**config.mk**
```make
export PLATFORM = sky130hd
export DESIGN_NAME = ifm_pingpong_rf
export DESIGN_NICKNAME = d
export VERILOG_FILES = /design/src/rtl/ifm_rf_pkg.sv /design/src/rtl/ifm_rf_bank.sv /design/src/rtl/ifm_pingpong_rf.sv
export SDC_FILE = /design/constraint.sdc
export NUM_CORES = 1
export LEC_CHECK = 0
export CORE_ASPECT_RATIO = 0.7
export CORE_MARGIN = 2
export CORE_UTILIZATION = 45
export DETAILED_ROUTE_END_ITERATION = 7
export GPL_TIMING_DRIVEN = 0
export PLACE_DENSITY = 0.59
export SKIP_CTS_REPAIR_TIMING = 1
export SLEW_MARGIN = 20
export SYNTH_ARGS = -nofsm -noshare
export SYNTH_HDL_FRONTEND = slang
export SYNTH_HIERARCHICAL = 1
export SYNTH_SLANG_ARGS = --single-unit
```
**constraint.sdc**
```tcl
create_clock -name clk -period 5.4 [get_ports clk]
set_clock_uncertainty 0.2 [all_clocks]
set_input_delay 0.81 -clock clk [delete_from_list [all_inputs] [get_ports clk]]
set_output_delay 0.81 -clock clk [all_outputs]
set_load 0.01 [all_outputs]
```
**src/rtl/ifm_rf_pkg.sv**
```systemverilog
// Shared types and helpers for the ping-pong input-feature-map register file.
package ifm_rf_pkg;

   // Life cycle of one shift-chain bank
   typedef enum logic [1:0] {
      BANK_EMPTY   = 2'd0,
      BANK_FILLING = 2'd1,
      BANK_FULL    = 2'd2
   } bank_state_e;

   // Map a requested chain length onto the legal range 1..maxDepth
   function automatic int unsigned clampLen(input int unsigned rawLen,
                                            input int unsigned maxDepth);
      if (rawLen == 0) begin
         return 1;
      end
      if (rawLen > maxDepth) begin
         return maxDepth;
      end
      return rawLen;
   endfunction

endpackage

```
**src/rtl/ifm_rf_bank.sv**
```systemverilog
// One shift-chain bank: element[0] is the tail that receives new data, the
// element at index len-1 is the head tapped for reads. A single counter tracks
// writes while the bank fills and pops while it drains.
module ifm_rf_bank
   import ifm_rf_pkg::*;
#(
   parameter int DATA_WIDTH = 8,
   parameter int MAX_DEPTH  = 27,
   parameter int LEN_W      = 5
) (
   input  logic                  clk,
   input  logic                  rst_n,
   input  logic                  shift_en,
   input  logic [DATA_WIDTH-1:0] shift_in,
   input  logic [DATA_WIDTH-1:0] tail_data,
   input  logic [LEN_W-1:0]      len,
   input  logic                  clear,
   output logic [DATA_WIDTH-1:0] tap,
   output bank_state_e           state,
   output logic                  pass_done
);

   logic [DATA_WIDTH-1:0] chain_q [MAX_DEPTH];
   logic [DATA_WIDTH-1:0] chain_d [MAX_DEPTH];
   logic [LEN_W-1:0]      cnt_q;
   logic [LEN_W-1:0]      cnt_d;
   bank_state_e           state_q;
   bank_state_e           state_d;
   logic [LEN_W-1:0]      tapIdx;

   // Head tap and "the next shift finishes the current fill or drain pass"
   always_comb begin
      tapIdx    = len - LEN_W'(1);
      tap       = chain_q[tapIdx];
      state     = state_q;
      pass_done = (cnt_q == tapIdx);
   end

   // Next-state: clear wins; a FULL bank takes its tail from the drain path
   always_comb begin
      chain_d = chain_q;
      cnt_d   = cnt_q;
      state_d = state_q;
      if (clear) begin
         for (int i = 0; i < MAX_DEPTH; i++) begin
            chain_d[i] = '0;
         end
         cnt_d   = '0;
         state_d = BANK_EMPTY;
      end else if (shift_en) begin
         chain_d[0] = (state_q == BANK_FULL) ? tail_data : shift_in;
         for (int i = 1; i < MAX_DEPTH; i++) begin
            chain_d[i] = chain_q[i-1];
         end
         if (pass_done) begin
            cnt_d   = '0;
            state_d = BANK_FULL;
         end else begin
            cnt_d = cnt_q + LEN_W'(1);
            if (state_q == BANK_EMPTY) begin
               state_d = BANK_FILLING;
            end
         end
      end
   end

   // Chain, counter and state registers
   always_ff @(posedge clk or negedge rst_n) begin
      if (!rst_n) begin
         for (int i = 0; i < MAX_DEPTH; i++) begin
            chain_q[i] <= '0;
         end
         cnt_q   <= '0;
         state_q <= BANK_EMPTY;
      end else begin
         chain_q <= chain_d;
         cnt_q   <= cnt_d;
         state_q <= state_d;
      end
   end

endmodule

```
**src/rtl/ifm_pingpong_rf.sv**
```systemverilog
// Ping-pong input-feature-map register file: two banks alternate between
// being filled by the write port and drained (or replayed) by the read port.
module ifm_pingpong_rf
   import ifm_rf_pkg::*;
#(
   parameter int DATA_WIDTH = 8,
   parameter int MAX_DEPTH  = 27,
   parameter int LEN_W      = 5,
   parameter int PASS_W     = 4
) (
   input  logic                  clk,
   input  logic                  rst_n,
   input  logic [LEN_W-1:0]      cfg_len,
   input  logic                  recirc,
   input  logic                  wr_valid,
   input  logic [DATA_WIDTH-1:0] wr_data,
   output logic                  wr_ready,
   input  logic                  rd_en,
   output logic                  rd_valid,
   output logic [DATA_WIDTH-1:0] rd_data,
   input  logic                  rd_release,
   output logic [1:0]            bank_full,
   output logic [PASS_W-1:0]     pass_cnt
);

   logic                  wrSel_q, wrSel_d;
   logic                  rdSel_q, rdSel_d;
   logic [LEN_W-1:0]      len_q, len_d;
   logic [PASS_W-1:0]     passCnt_q, passCnt_d;
   logic [DATA_WIDTH-1:0] rdData_q, rdData_d;

   logic [DATA_WIDTH-1:0] tap [2];
   bank_state_e           bankState [2];
   logic                  passDone [2];
   logic                  shiftEn [2];
   logic                  clearBank [2];
   logic [DATA_WIDTH-1:0] tailData [2];

   logic bothEmpty;
   logic wrAccept;
   logic popHit;
   logic relHit;
   logic popPassEnd;
   logic rdDrained;

   // Handshake decode and per-bank steering; FULL blocks writes, so a write
   // and a pop can never land on the same bank
   always_comb begin
      bothEmpty  = (bankState[0] == BANK_EMPTY) && (bankState[1] == BANK_EMPTY);
      wr_ready   = (bankState[wrSel_q] != BANK_FULL);
      rd_valid   = (bankState[rdSel_q] == BANK_FULL);
      wrAccept   = wr_valid && wr_ready;
      popHit     = rd_en && rd_valid;
      relHit     = rd_release && rd_valid;
      popPassEnd = popHit && passDone[rdSel_q];
      rdDrained  = (popPassEnd && !recirc) || relHit;
      for (int b = 0; b < 2; b++) begin
         shiftEn[b]   = (wrAccept && (wrSel_q == 1'(b))) ||
                        (popHit && (rdSel_q == 1'(b)));
         clearBank[b] = rdDrained && (rdSel_q == 1'(b));
         tailData[b]  = recirc ? tap[b] : '0;
      end
      bank_full = {bankState[1] == BANK_FULL, bankState[0] == BANK_FULL};
      rd_data   = rdData_q;
      pass_cnt  = passCnt_q;
   end

   // Next values for selectors, length, pass counter and read register
   always_comb begin
      len_d     = bothEmpty ? LEN_W'(clampLen(32'(cfg_len), MAX_DEPTH)) : len_q;
      wrSel_d   = wrSel_q ^ (wrAccept && passDone[wrSel_q]);
      rdSel_d   = rdSel_q ^ rdDrained;
      rdData_d  = popHit ? tap[rdSel_q] : rdData_q;
      passCnt_d = passCnt_q;
      if (rdDrained) begin
         passCnt_d = '0;
      end else if (popPassEnd && recirc && (passCnt_q != '1)) begin
         passCnt_d = passCnt_q + PASS_W'(1);
      end
   end

   // Top-level control registers
   always_ff @(posedge clk or negedge rst_n) begin
      if (!rst_n) begin
         wrSel_q   <= 1'b0;
         rdSel_q   <= 1'b0;
         len_q     <= LEN_W'(1);
         passCnt_q <= '0;
         rdData_q  <= '0;
      end else begin
         wrSel_q   <= wrSel_d;
         rdSel_q   <= rdSel_d;
         len_q     <= len_d;
         passCnt_q <= passCnt_d;
         rdData_q  <= rdData_d;
      end
   end

   for (genvar g = 0; g < 2; g++) begin : gBank
      ifm_rf_bank #(
         .DATA_WIDTH (DATA_WIDTH),
         .MAX_DEPTH  (MAX_DEPTH),
         .LEN_W      (LEN_W)
      ) uBank (
         .clk       (clk),
         .rst_n     (rst_n),
         .shift_en  (shiftEn[g]),
         .shift_in  (wr_data),
         .tail_data (tailData[g]),
         .len       (len_q),
         .clear     (clearBank[g]),
         .tap       (tap[g]),
         .state     (bankState[g]),
         .pass_done (passDone[g])
      );
   end

endmodule

```
==> out/metrics.yaml, run 1 <==
synth:
  yosys.area_share.adder_pct: 0.3749
  synth-seq-cells: 465
  synth-simple-area-share_pct: 12.34
  yosys.area_share.xor_xnor_pct: 0.9427
  synthFlopType: "dfrtp_1"
  synth_compound_area_share_pct: 3.599
  syn_nets: 2049
  ys_types: 60
  synth_edf_count: 0
  muxShareOfSynthArea_pct: 29.55
  yosysWarnings: 6
  syn_avg_cell_area_um2: 11.55
  synth_top_family_by_area: "multiplexers"
  synth_area_um2: 23360
  yosysSeqAreaShare_pct: 49.82
  synth-async-reset-ratio_pct: 100.0
  synthCells: 2023
sta:
  finalSetupViolCount: 0
  final-hold-violation-count: 0
  clock.fmax_mhz: 197.5
  tightest_slew_ps: 1149
  period_minus_slack_ps: 5063
  fin_ws_ps: 337.2
  hold_slack_ps: 53.91
  rsz0062_at_grt: "no"
  slew_viol_final: 0
  relSlewSlack_pct: 23.24
  finalCritPeriodShare_pct: 93.76
power_and_ir_drop:
  p_per_area_nw_per_um2: 586.3
  power_w: 0.01542
  peakVddDrop_uv: 289.5
  power.leakage_nw: 12.01
placed_design:
  hpwl_mm: 44.52
  portBuffers: 34
  globalplace.congestion: 0.9168
  dp_slack_ps: 110.6
final_layout:
  final_common_cell: "nor2_1"
  drive_gt1_share_pct: 14.26
  area_growth_pct: 12.61
  mostFrequentLayoutCells: "471 x nor2_1, 464 x dfrtp_1, 450 x mux2i_1"
  antennaDiodeCount: 0
  layout.nets: 2139
routing:
  ant_nets: 0
  first_iter_violations: 1565
  first_pass_iters: 5
  via_per_inst: 5.712
  drc: 0
  vias: 16110
  finalWirelength_mm: 60.55
  wl_per_cell_um: 21.47
clocking:
  cts_tree: "done"
  clock_latency_ps: 590
  cts_root_buf: "clkbuf_16"
  cts_buffer_depth: 3
  numCtsBuffers: 48
  h-tree-depth: 2
  cts.sinks: 465
  clk_pin_slew_ps: 60
hold_path:
  min-delay-path-class: "primary input to async pin"
floorplan:
  io_pins: 35
  die_x_um: 276.3
  initial_core_util_pct: 45.78
  dieArea_um2: 53780
  core-area_um2: 51020
  die_h_um: 194.6
  rows: 69
critical_path:
  reg2reg_depth: 16
  crit_required_ps: 5640
  worstSetupPathType: "flip-flop to flip-flop"
  worstSetupStartpointType: "flip-flop"
  r2r_start: "len_q[0]$_DFFE_PN1P_"
  r2r_end: "gBank[1].uBank/chain_q[68]$_DFFE_PN0P_"
  end_kind: "flip-flop"
  cp_max_fo: 10
  r2r_setup_slack_ps: 340
  arrival_ps: 5300
job:
  maxCapViolations: 0
global_routing:
  grt_pass1_wl_mm: 95.23
  grt_pass1_vias: 15610
  grt_antenna_before_repair: 0
  grt-ovfl-total: 0
  grt_use_total_pct: 22.83
  grt_start_max_net_pins: 98
outcome:
  outcome: "finished clean"
-- where the power goes --
group | internal [W] | total, W | switching (W)
sequential | 0.00449 | 0.00545 | 0.000963
combinational | 0.00291 | 0.00661 | 0.00369
clock | 0.00197 | 0.00337 | 0.00140
total | 0.00937 | 0.0154 | 0.00605
-- kinds of logic after synthesis --
| logic type | after synthesis |
|---|---|
| muxes | 567 |
| DFF | 465 |
| and+or+nand+nor | 684 |
| buffers and inverters | 165 |
| AOI/OAI and AO/OA | 113 |
| xor gates and xnor gates | 22 |
| adders and majority gates | 7 |
-- worst max path at each step --
stage                                     from  depth (start not counted)  slack [ps]                                       to
after floorplan           len_q[0]$_DFFE_PN1P_                         16        1430  gBank[0].uBank/chain_q[100]$_DFFE_PN0P_
after global placement                   rst_n                          1      -17280   gBank[0].uBank/chain_q[45]$_DFFE_PN0P_
after detailed placement  len_q[0]$_DFFE_PN1P_                         16         110    gBank[0].uBank/chain_q[5]$_DFFE_PN0P_
after CTS                 len_q[0]$_DFFE_PN1P_                         16          90    gBank[0].uBank/chain_q[0]$_DFFE_PN0P_
after global routing      len_q[0]$_DFFE_PN1P_                         16           5  gBank[1].uBank/chain_q[148]$_DFFE_PN0P_
final                     len_q[0]$_DFFE_PN1P_                         16         340   gBank[1].uBank/chain_q[68]$_DFFE_PN0P_
-- sequential cells by signal, indices dropped and copies added, names as in the netlist --
name / flops
len_q: 5
pass_cnt: 4
wrSel_q: 1
gBank.uBank/chain_q: 432
rd_data: 8
gBank.uBank/cnt_q: 10
rdSel_q: 1
gBank.uBank/state: 4
-- stage by stage --
stage | setup TNS (ps) | util [%] | instance area (um2) | instances
finish | 0 | 51.56 | 26310 | 2820
global route | 0 | 51.56 | 26310 | 2820
CTS | 0 | 51.51 | 26280 | 2820
detailed placement | 0 | 48.44 | 24710 | 2737
global placement | -7991990 | 48.10 | 24540 | 2731
floorplan | 0 | - | 23360 | 2023
-- routing by layer --
metal	track usage, %	routed length [um]	share of wire (%)	up-vias
li1	-	-	-	7326
met4	5.404	1233	2.0	0
met5	0	0	0	-
met2	28.13	22640	37	442
met3	5.229	4479	7.4	78
met1	38.93	32200	53	8263
-- layout make-up --
class	count	area [um2]
Timing Repair Buffer	40	510.5
Clock buffer	65	1336
Inverter	11	41.29
Buffer	154	762.0
Sequential cell	465	11640
Multi-Input combinational cell	1393	10940
Tap cell	674	843.3
Fill cell	4463	24720
Clock inverter	18	230.2
-- synthesized netlist by cell type, drive strengths merged, types with 10 or more instances --
cell type	count	area [um2]
buf	86	490.5
dfrtp	464	11610
clkbuf	68	257.8
inv	11	41.29
nand3	10	50.05
nand2	111	416.7
mux4	96	2162
o22ai	18	112.6
mux2	21	236.5
a21oi	22	110.1
xnor2	12	105.1
mux2i	450	4504
and2	17	106.4
nor2	475	1803
a211oi	20	150.1
o311a	16	160.2
nand4	16	100.1
nor3	22	120.1
-- worst max-delay path: stages, from the launching register on --
cell,delay [ps]
dfstp_2,600
buf_6,180
buf_4,250
inv_2,170
ha_1,230
buf_4,160
nor3b_2,170
xnor2_1,210
nor3_2,480
mux2_2,280
o221ai_2,160
o21bai_1,230
ha_1,180
clkbuf_1,430
clkbuf_2,390
clkbuf_1,460
nor2_1,110
Power figures use the tool's default switching activity.
==> inputs of run 2 (changes only) <==
PLACE_DENSITY = 0.61   (was 0.59)
clock period = 4.55 ns   (was 5.4 ns; I/O delays follow)
==> run 2 against run 1 <==
  * Wire length fell by 1.8%
  * Final cell count rose by 0.11%
  * Sequential share of layout area fell by 0.22 points
  * Largest power group unchanged
  * Critical path depth fell by 1
  * Sequential cell count did not move
  * Critical path type unchanged
  * First-iteration DRC count fell by 14%
  * Via count rose by 0.14%
  * Count of clock-buffer cells in the layout rose by 8
  * Worst setup slack got worse by 130 ps
  * Non-clock buffer count rose by 1
==> out/metrics.yaml, run 2 (synthesis results as in run 1) <==
outcome:
  outcome: "finished clean"
placed_design:
  hpwl_mm: 43.52
  portBuffers: 34
  dp_slack_ps: -936.8
  place_area_um2: 24690
  dpl.cell_count: 2736
  globalplace.congestion: 0.8943
sta:
  relSlewSlack_pct: 49.22
  hold_slack_ps: 309.9
  rsz0062_at_grt: "no"
  clock.fmax_mhz: 230.0
  finalCritPeriodShare_pct: 95.55
  final-hold-violation-count: 0
  slew_viol_final: 0
  tightest_slew_ps: 761.7
  period_minus_slack_ps: 4348
  finalSetupViolCount: 0
  fin_ws_ps: 202.3
critical_path:
  end_kind: "flip-flop"
  cp_max_fo: 10
  r2r_end: "gBank[1].uBank/chain_q[201]$_DFFE_PN0P_"
  worstSetupStartpointType: "flip-flop"
  arrival_ps: 4600
  worstSetupPathType: "flip-flop to flip-flop"
  r2r_start: "len_q[0]$_DFFE_PN1P_"
  r2r_setup_slack_ps: 200
  crit_required_ps: 4800
  reg2reg_depth: 15
clocking:
  clock_latency_ps: 580
  cts_tree: "done"
  cts.sinks: 465
  cts_root_buf: "clkbuf_16"
  numCtsBuffers: 48
  cts_buffer_depth: 3
  clk_pin_slew_ps: 60
  h-tree-depth: 2
final_layout:
  antennaDiodeCount: 0
  mostFrequentLayoutCells: "471 x nor2_1, 464 x dfrtp_1, 450 x mux2i_1"
  fin_cells: 2823
  multi_input_area_um2: 10990
  layout.nets: 2140
  top_register: "gBank.uBank/chain_q"
  finish.instance_area_um2: 26440
  largest_register_ffs: 432
  area_growth_pct: 13.18
  seq_area_um2: 11640
  nFillCells: 4416
  drive_gt1_share_pct: 16.33
  final_common_cell: "nor2_1"
global_routing:
  grt_use_total_pct: 22.48
  grt_start_max_net_pins: 103
  grt-ovfl-total: 0
  grt_antenna_before_repair: 0
  grt_pass1_wl_mm: 94.45
  grt_pass1_vias: 15740
floorplan:
  dieArea_um2: 53780
  rows: 69
  die_x_um: 276.3
  io_pins: 35
  die_h_um: 194.6
  initial_core_util_pct: 45.78
  core-area_um2: 51020
routing:
  finalWirelength_mm: 59.44
  ant_nets: 0
  first_pass_iters: 7
  via_per_inst: 5.714
  drc: 0
  wl_per_cell_um: 21.06
  vias: 16130
  first_iter_violations: 1343
job:
  maxCapViolations: 0
hold_path:
  min-delay-path-class: "flip-flop to flip-flop"
  holdCritStartpoint: "rd_data[5]$_DFFE_PN0N_"
  holdPathEnd: "rd_data[5]$_DFFE_PN0N_"
  worstHoldPathCells: 2
power_and_ir_drop:
  peakVddDrop_uv: 390.0
  power.leakage_nw: 12.18
  power_w: 0.01822
  p_per_area_nw_per_um2: 689.3
==> run 2: through the flow <==
step	util (%)	setup TNS (ps)
after floorplan	-	0
after global placement	48.10	-8567650
after detailed placement	48.38	-279150
after CTS	51.52	-292700
after global routing	51.82	0
final	51.82	0
==> run 2: how the worst max path moves through the flow <==
stage	startpoint	end	slack (ps)	cells after the start
final	len_q[0]$_DFFE_PN1P_	gBank[1].uBank/chain_q[201]$_DFFE_PN0P_	200	15
after CTS	len_q[0]$_DFFE_PN1P_	gBank[1].uBank/chain_q[204]$_DFFE_PN0P_	-970	16
after detailed placement	len_q[0]$_DFFE_PN1P_	gBank[1].uBank/chain_q[204]$_DFFE_PN0P_	-940	16
after floorplan	len_q[0]$_DFFE_PN1P_	gBank[0].uBank/chain_q[100]$_DFFE_PN0P_	580	16
after global placement	rst_n	gBank[0].uBank/chain_q[30]$_DFFE_PN0P_	-17980	1
after global routing	len_q[0]$_DFFE_PN1P_	gBank[1].uBank/chain_q[109]$_DFFE_PN0P_	8	15
==> run 2: final cells by class <==
cell class                 count  share of cell area [%]
clock inverter                12                  0.4307
clock buffer                  73                   5.622
timing repair buffer          43                   1.950
inverter                      11                  0.1562
tap                          674                   3.190
sequential                   465                   44.02
buffer                       152                   3.057
multi-input combinational   1393                   41.58
==> run 2: per-layer routing <==
| metal | GRT usage [%] | wire length (um) | vias up |
|---|---|---|---|
| met3 | 5.025 | 4656 | 64 |
| met4 | 4.533 | 939 | 0 |
| li1 | - | - | 7317 |
| met5 | 0 | 0 | - |
| met1 | 38.15 | 31240 | 8308 |
| met2 | 28.40 | 22600 | 442 |
==> run 2: worst max-delay path: stages, from the launching register on <==
cell	delay, ps
dfstp_2	610
buf_6	190
buf_4	250
inv_2	160
ha_1	240
buf_4	160
nor3b_2	180
xnor2_1	240
nor3_4	380
mux2_2	230
o221ai_2	200
o21bai_4	250
ha_4	230
clkbuf_4	270
clkbuf_2	310
nor2_1	100
==> run 2: power breakdown <==
group	switching, W	internal, W
Combinational	0.00428	0.00348
Sequential	0.00115	0.00532
Clock	0.00164	0.00235
==> variant 1 (flow settings as in run 1) <==
`PASS_W`: 4 -> 3.
--- a/src/rtl/ifm_pingpong_rf.sv
+++ b/src/rtl/ifm_pingpong_rf.sv
@@ -7,5 +7,5 @@
    parameter int MAX_DEPTH  = 27,
    parameter int LEN_W      = 5,
-   parameter int PASS_W     = 4
+   parameter int PASS_W     = 3
 ) (
    input  logic                  clk,
Ports: changed (resized pass_cnt); port bits go from 35 to 34. The function was not compared with the original's and may differ.
==> variant 1 against run 1 <==
  * Wire length fell by 1.6%
  * Largest cell class unchanged
  * Synthesized cell count barely moved
  * Synthesized area rose by 0.20%
  * Setup slack got worse by 0.0032 ns
  * Sequential cell count fell by 1
  * Total power fell by 0.11%
  * Cell area barely moved
==> variant 1: results (changes against run 1) <==
[logic_synthesis]
synthArstFlopShare = 1.00  ; unchanged
synth_ff_type = dfrtp_1
syn-num-nets = 2048  ; -0.049%
synthTopCellsByCount = 472 x nor2_1, 463 x dfrtp_1, 449 x mux2i_1, 96 x mux4_2, 91 x nand2_1
synth_cell_types = 60  ; unchanged
synth_warnings = 6  ; unchanged
syn_area_per_cell_sq_um = 11.6  ; +0.30%
synth_area_sq_mm = 0.0234  ; +0.20%
ys_top_cells_by_area = dfrtp_1 50%, mux2i_1 19%, mux4_2 9.2%
ys_seq_area_frac = 0.496  ; -0.00205

[clocking]
numCtsBuffers = 48  ; unchanged
clock_path_buffers = 3  ; unchanged
clk_pin_slew_ns = 0.06  ; about the same
htreeDepth = 2  ; unchanged
worstSkewPairLatency_ns = 0.58
clkSinkCount = 464  ; -0.22%
cts_root_buf = clkbuf_16

[critical_path]
max_stage_delay_ns = 0.59
cp_max_fo = 10  ; unchanged
crit_arrival_ns = 5.31  ; about the same
critical_path.top_delay_family = buffers and inverters

[finish]
area_share_clock_buf_inv = 0.0588  ; -0.000784
regArea_sq_mm = 0.0116  ; -0.21%
nets = 2137  ; -0.094%
buffer_area_frac = 0.0481  ; -0.000313
multiInputGateArea_sq_mm = 0.0109  ; about the same
multi_input_gates = 1381  ; -0.86%
n_fill_cell = 4459  ; -0.090%
multi_input_area_share = 0.416  ; about the same
top_register = gBank.uBank/chain_q
largest_register_ffs = 432  ; unchanged
nClkBuffers = 66  ; +1.5%
diodes = 0  ; unchanged
nNonClkBuffers = 193  ; -0.52%
drive_above_1_share = 0.148  ; +0.00533
inv_count = 22  ; +11

[routing]
wire_per_inst_microns = 21.1  ; -1.5%
routed_wl_mm = 59.6  ; -1.6%
vias_per_cell = 5.64  ; -1.2%
detail_route.first_pass.iterations = 7  ; +2
drtIter0Drc = 1470  ; -6.1%

[pwr]
leakage_nw = 12.0  ; -0.16%
peakVddDrop_mv = 0.284  ; -1.8%
switching_share = 0.390  ; -0.00228

[placed_design]
routabilityCongestion = 0.893  ; -2.6%
dpl_cell_area_sq_mm = 0.0247  ; about the same
place_inst = 2733  ; -0.15%
io_buffers = 33  ; -2.9%
place_ws_ns = 0.0592  ; -0.0515 ns
dpl.hpwl_mm = 43.9  ; -1.4%

[global_routing]
grt_first_pass_wirelength_mm = 94.2  ; -1.0%
grt_max_degree = 100  ; +2.0%
grt_pass1_vias = 15584  ; -0.15%
grtUsageTotal = 0.225  ; -0.00373
antenna_found_initial = 1  ; +1

[worst_hold_path]
min_path_type = register to register

[timing]
slew_headroom = 0.270  ; +0.0377

[status]
status = finished clean

-- variant 1: cell families after synthesis --
| group | after synthesis | synth area share |
|---|---|---|
| flops | 464 | 0.496 |
| buf+inv | 176 | 0.0365 |
| mux | 566 | 0.294 |
| xor+xnor | 22 | 0.00941 |
| simple gates | 664 | 0.120 |
| compound gates | 121 | 0.0389 |
| fa+ha+maj | 8 | 0.00428 |
-- variant 1: layer usage --
metal / wire length, microns / vias up / track usage / share of wire
li1: - / 7303 / - / -
met1: 32300 / 8143 / 0.383 / 0.54
met2: 22000 / 372 / 0.277 / 0.37
met3: 4340 / 73 / 0.0548 / 0.073
met4: 877 / 2 / 0.0441 / 0.015
met5: 12 / - / 0 / 0.00020
-- variant 1: path summary, 6_finish.rpt --
path	from	end	slack (ns)	cells past startpoint
min	gBank[1].uBank/chain_q[1]	gBank[1].uBank/chain_q[1]	0.32	2
max in group asynchronous	rst_n	gBank[1].uBank/chain_q[50]	3.27	4
max reg2reg	len_q[0]	gBank[1].uBank/chain_q[156]	0.33	17
max	len_q[0]	gBank[1].uBank/chain_q[156]	0.33	17
min in group asynchronous	rst_n	gBank[0].uBank/chain_q[130]	0.52	2
min reg2reg	gBank[1].uBank/chain_q[1]	gBank[1].uBank/chain_q[1]	0.32	2
-- variant 1: power groups by stage --
stage / sequential [mW] / clock, mW / combinational, mW
5_1_grt: 5.65 / 3.56 / 7.15
2_1_floorplan: 5.16 / 0 / 4.97
3_3_place_gp: 5.51 / 0 / 6.42
3_5_place_dp: 5.55 / 0 / 6.53
4_1_cts: 5.49 / 3.41 / 6.56
6_report: 5.51 / 3.31 / 6.59
==> variant 2 (flow settings as in run 1) <==
Made on the original files. Reset style: synchronous (`rst_n`), changed in 2 clocked blocks.
--- a/src/rtl/ifm_rf_bank.sv
+++ b/src/rtl/ifm_rf_bank.sv
@@ -66,5 +66,5 @@
 
    // Chain, counter and state registers
-   always_ff @(posedge clk or negedge rst_n) begin
+   always_ff @(posedge clk) begin
       if (!rst_n) begin
          for (int i = 0; i < MAX_DEPTH; i++) begin
--- a/src/rtl/ifm_pingpong_rf.sv
+++ b/src/rtl/ifm_pingpong_rf.sv
@@ -81,5 +81,5 @@
 
    // Top-level control registers
-   always_ff @(posedge clk or negedge rst_n) begin
+   always_ff @(posedge clk) begin
       if (!rst_n) begin
          wrSel_q   <= 1'b0;
Check against the original RTL: differs if rst_n is asserted again (counterexample within 4 cycles, from zero or initial values and one cycle with rst_n low); with rst_n held inactive, the same outputs for 4 cycles.
==> variant 2 against run 1 <==
  * Sequential share of layout area is 4.7 points lower
  * Count of clock-buffer cells in the layout increased by 5
  * Total power shrank 27%
  * Synthesized area is 11% lower
  * Cell area down 11%
  * Setup slack better by 0.0079 ns
  * Core utilization is 0.60 points lower
  * Wire length fell by 11%
  * Sequential cell count unchanged
  * Critical path type unchanged
  * Largest power group unchanged
==> variant 2: results (changes against run 1) <==
[logic_synthesis]
synthArstFlopShare = 0  ; -1.00
ys_top_cells_by_area = dfxtp_1 45%, mux2i_1 21%, mux4_2 10%
synth_warnings = 6  ; unchanged
ys_seq_area_frac = 0.446  ; -0.0524
syn-num-nets = 2038  ; -0.54%
synth_cell_types = 54  ; -10%
synthTopCellsByCount = 470 x nor2_1, 465 x dfxtp_1, 432 x mux2i_1, 96 x mux4_2, 83 x nand2_1

[routing]
top_layer = met4
dr_wl_met3_mm = 3.93  ; -12%
wire_per_inst_microns = 19.6  ; -8.6%
vias = 15107  ; -6.2%
detail_route.first_pass.iterations = 7  ; +2
wl_met2_mm = 20.3  ; -10%
drtIter0Drc = 1343  ; -14%
m1WireLength_mm = 28.3  ; -12%

[placed_design]
routabilityCongestion = 0.946  ; +3.2%
io_buffers = 33  ; -2.9%
place_ws_ns = -0.245  ; -0.356 ns
dpl.hpwl_mm = 40.5  ; -9.1%
dpl_cell_area_sq_mm = 0.0220  ; -11%

[critical_path]
r2r_end = gBank[0].uBank/chain_q[176]
crit_arrival_ns = 5.29  ; about the same
rr_startpoint = len_q[0]
reg2reg_depth = 16  ; unchanged
cp_max_fo = 10  ; unchanged
r2r_slack_ns = 0.35
worstSetupPathType = register to register

[finish]
top_register = gBank.uBank/chain_q
drive_above_1_share = 0.129  ; -0.0139
nets = 2115  ; -1.1%
n_fill_cell = 4131  ; -7.4%
largest_register_ffs = 432  ; unchanged

[pwr]
leakage_nw = 8.70  ; -28%
power.internal_mw = 7.15  ; -24%
pg_clk_mw = 3.28  ; -3%
peakVddDrop_mv = 0.221  ; -24%
pg_comb_mw = 4.33  ; -34%

[global_routing]
grt_max_degree = 14  ; -86%
grtUsageTotal = 0.224  ; -0.00473
antenna_found_initial = 1  ; +1
grtUsageMet2 = 0.291  ; +0.0100
gr-usage-met3 = 0.0506  ; -0.00168
grt_pass1_vias = 14297  ; -8.4%
grt_first_pass_wirelength_mm = 83.3  ; -12%
grt.met1_usage = 0.361  ; -0.0279

[status]
status = finished clean

[clocking]
cts_root_buf = clkbuf_16
numCtsBuffers = 46  ; -4.2%
worstSkewPairLatency_ns = 0.56  ; -0.03 ns
htreeDepth = 2  ; unchanged
clock_path_buffers = 3  ; unchanged
clk_pin_slew_ns = 0.06  ; about the same

[timing]
hold_ws_ns = 0.270  ; +0.216 ns
slew_headroom = 0.241  ; +0.00815
fmax_mhz = 198  ; +0.16%
setup_viol = 0  ; unchanged

[worst_hold_path]
min_path_type = register to register

variant 2: cell count changes after synthesis, sizes merged, moves of 4 or more:
cell and delta:
a211oi +4, a21boi +11, a22oi +16, dfrtp -464
dfxtp +465, mux2 -4, mux2i -18, nand2 -28
nand2b -4, nand3b +6, o21ai +14, xnor2 +4
variant 2: cell families after synthesis:
family,synth area share
buffers and inverters,0.0344
muxes,0.320
adders and majority gates,0.00419
and+or+nand+nor,0.135
DFF,0.446
AOI/OAI and AO/OA,0.0491
xor gates and xnor gates,0.0116
variant 2: worst min path at each step:
stage | end | startpoint | depth (start not counted)
2_1_floorplan | len_q[3] | len_q[3] | 2
3_3_place_gp | rd_data[3] | rd_data[3] | 2
3_5_place_dp | rd_data[2] | rd_data[2] | 2
4_1_cts | rd_data[2] | rd_data[2] | 2
5_1_grt | rd_data[5] | rd_data[5] | 2
6_report | rd_data[2] | rd_data[2] | 2
variant 2: critical path: stages, from the launching register on:
cell and delay (ns):
dfxtp_1 0.35, buf_2 0.25, buf_4 0.29, buf_4 0.24
inv_1 0.06, ha_2 0.22, xnor2_2 0.41, xnor2_1 0.17
nor4_4 0.52, mux2_4 0.29, a31oi_1 0.10, nor2_1 0.22
ha_1 0.21, nand2b_1 0.46, clkbuf_2 0.38, buf_1 0.43
nor2_1 0.10
variant 2: layout make-up:
class,instances,area share
Inverter,12,0.00191
Antenna cell,1,0.000106
Timing Repair Buffer,33,0.0140
Tap cell,612,0.0326
Clock buffer,70,0.0600
Clock inverter,10,0.00548
Buffer,149,0.0282
Sequential cell,465,0.396
Multi-Input combinational cell,1382,0.462
variant 2: through the flow:
step	instances	utilization	total power, mW
floorplan	2012	-	6.91
global placement	2657	0.476	7.98
detailed placement	2657	0.476	8.02
CTS	2737	0.510	11.3
global route	2733	0.510	11.8
finish	2734	0.510	11.3
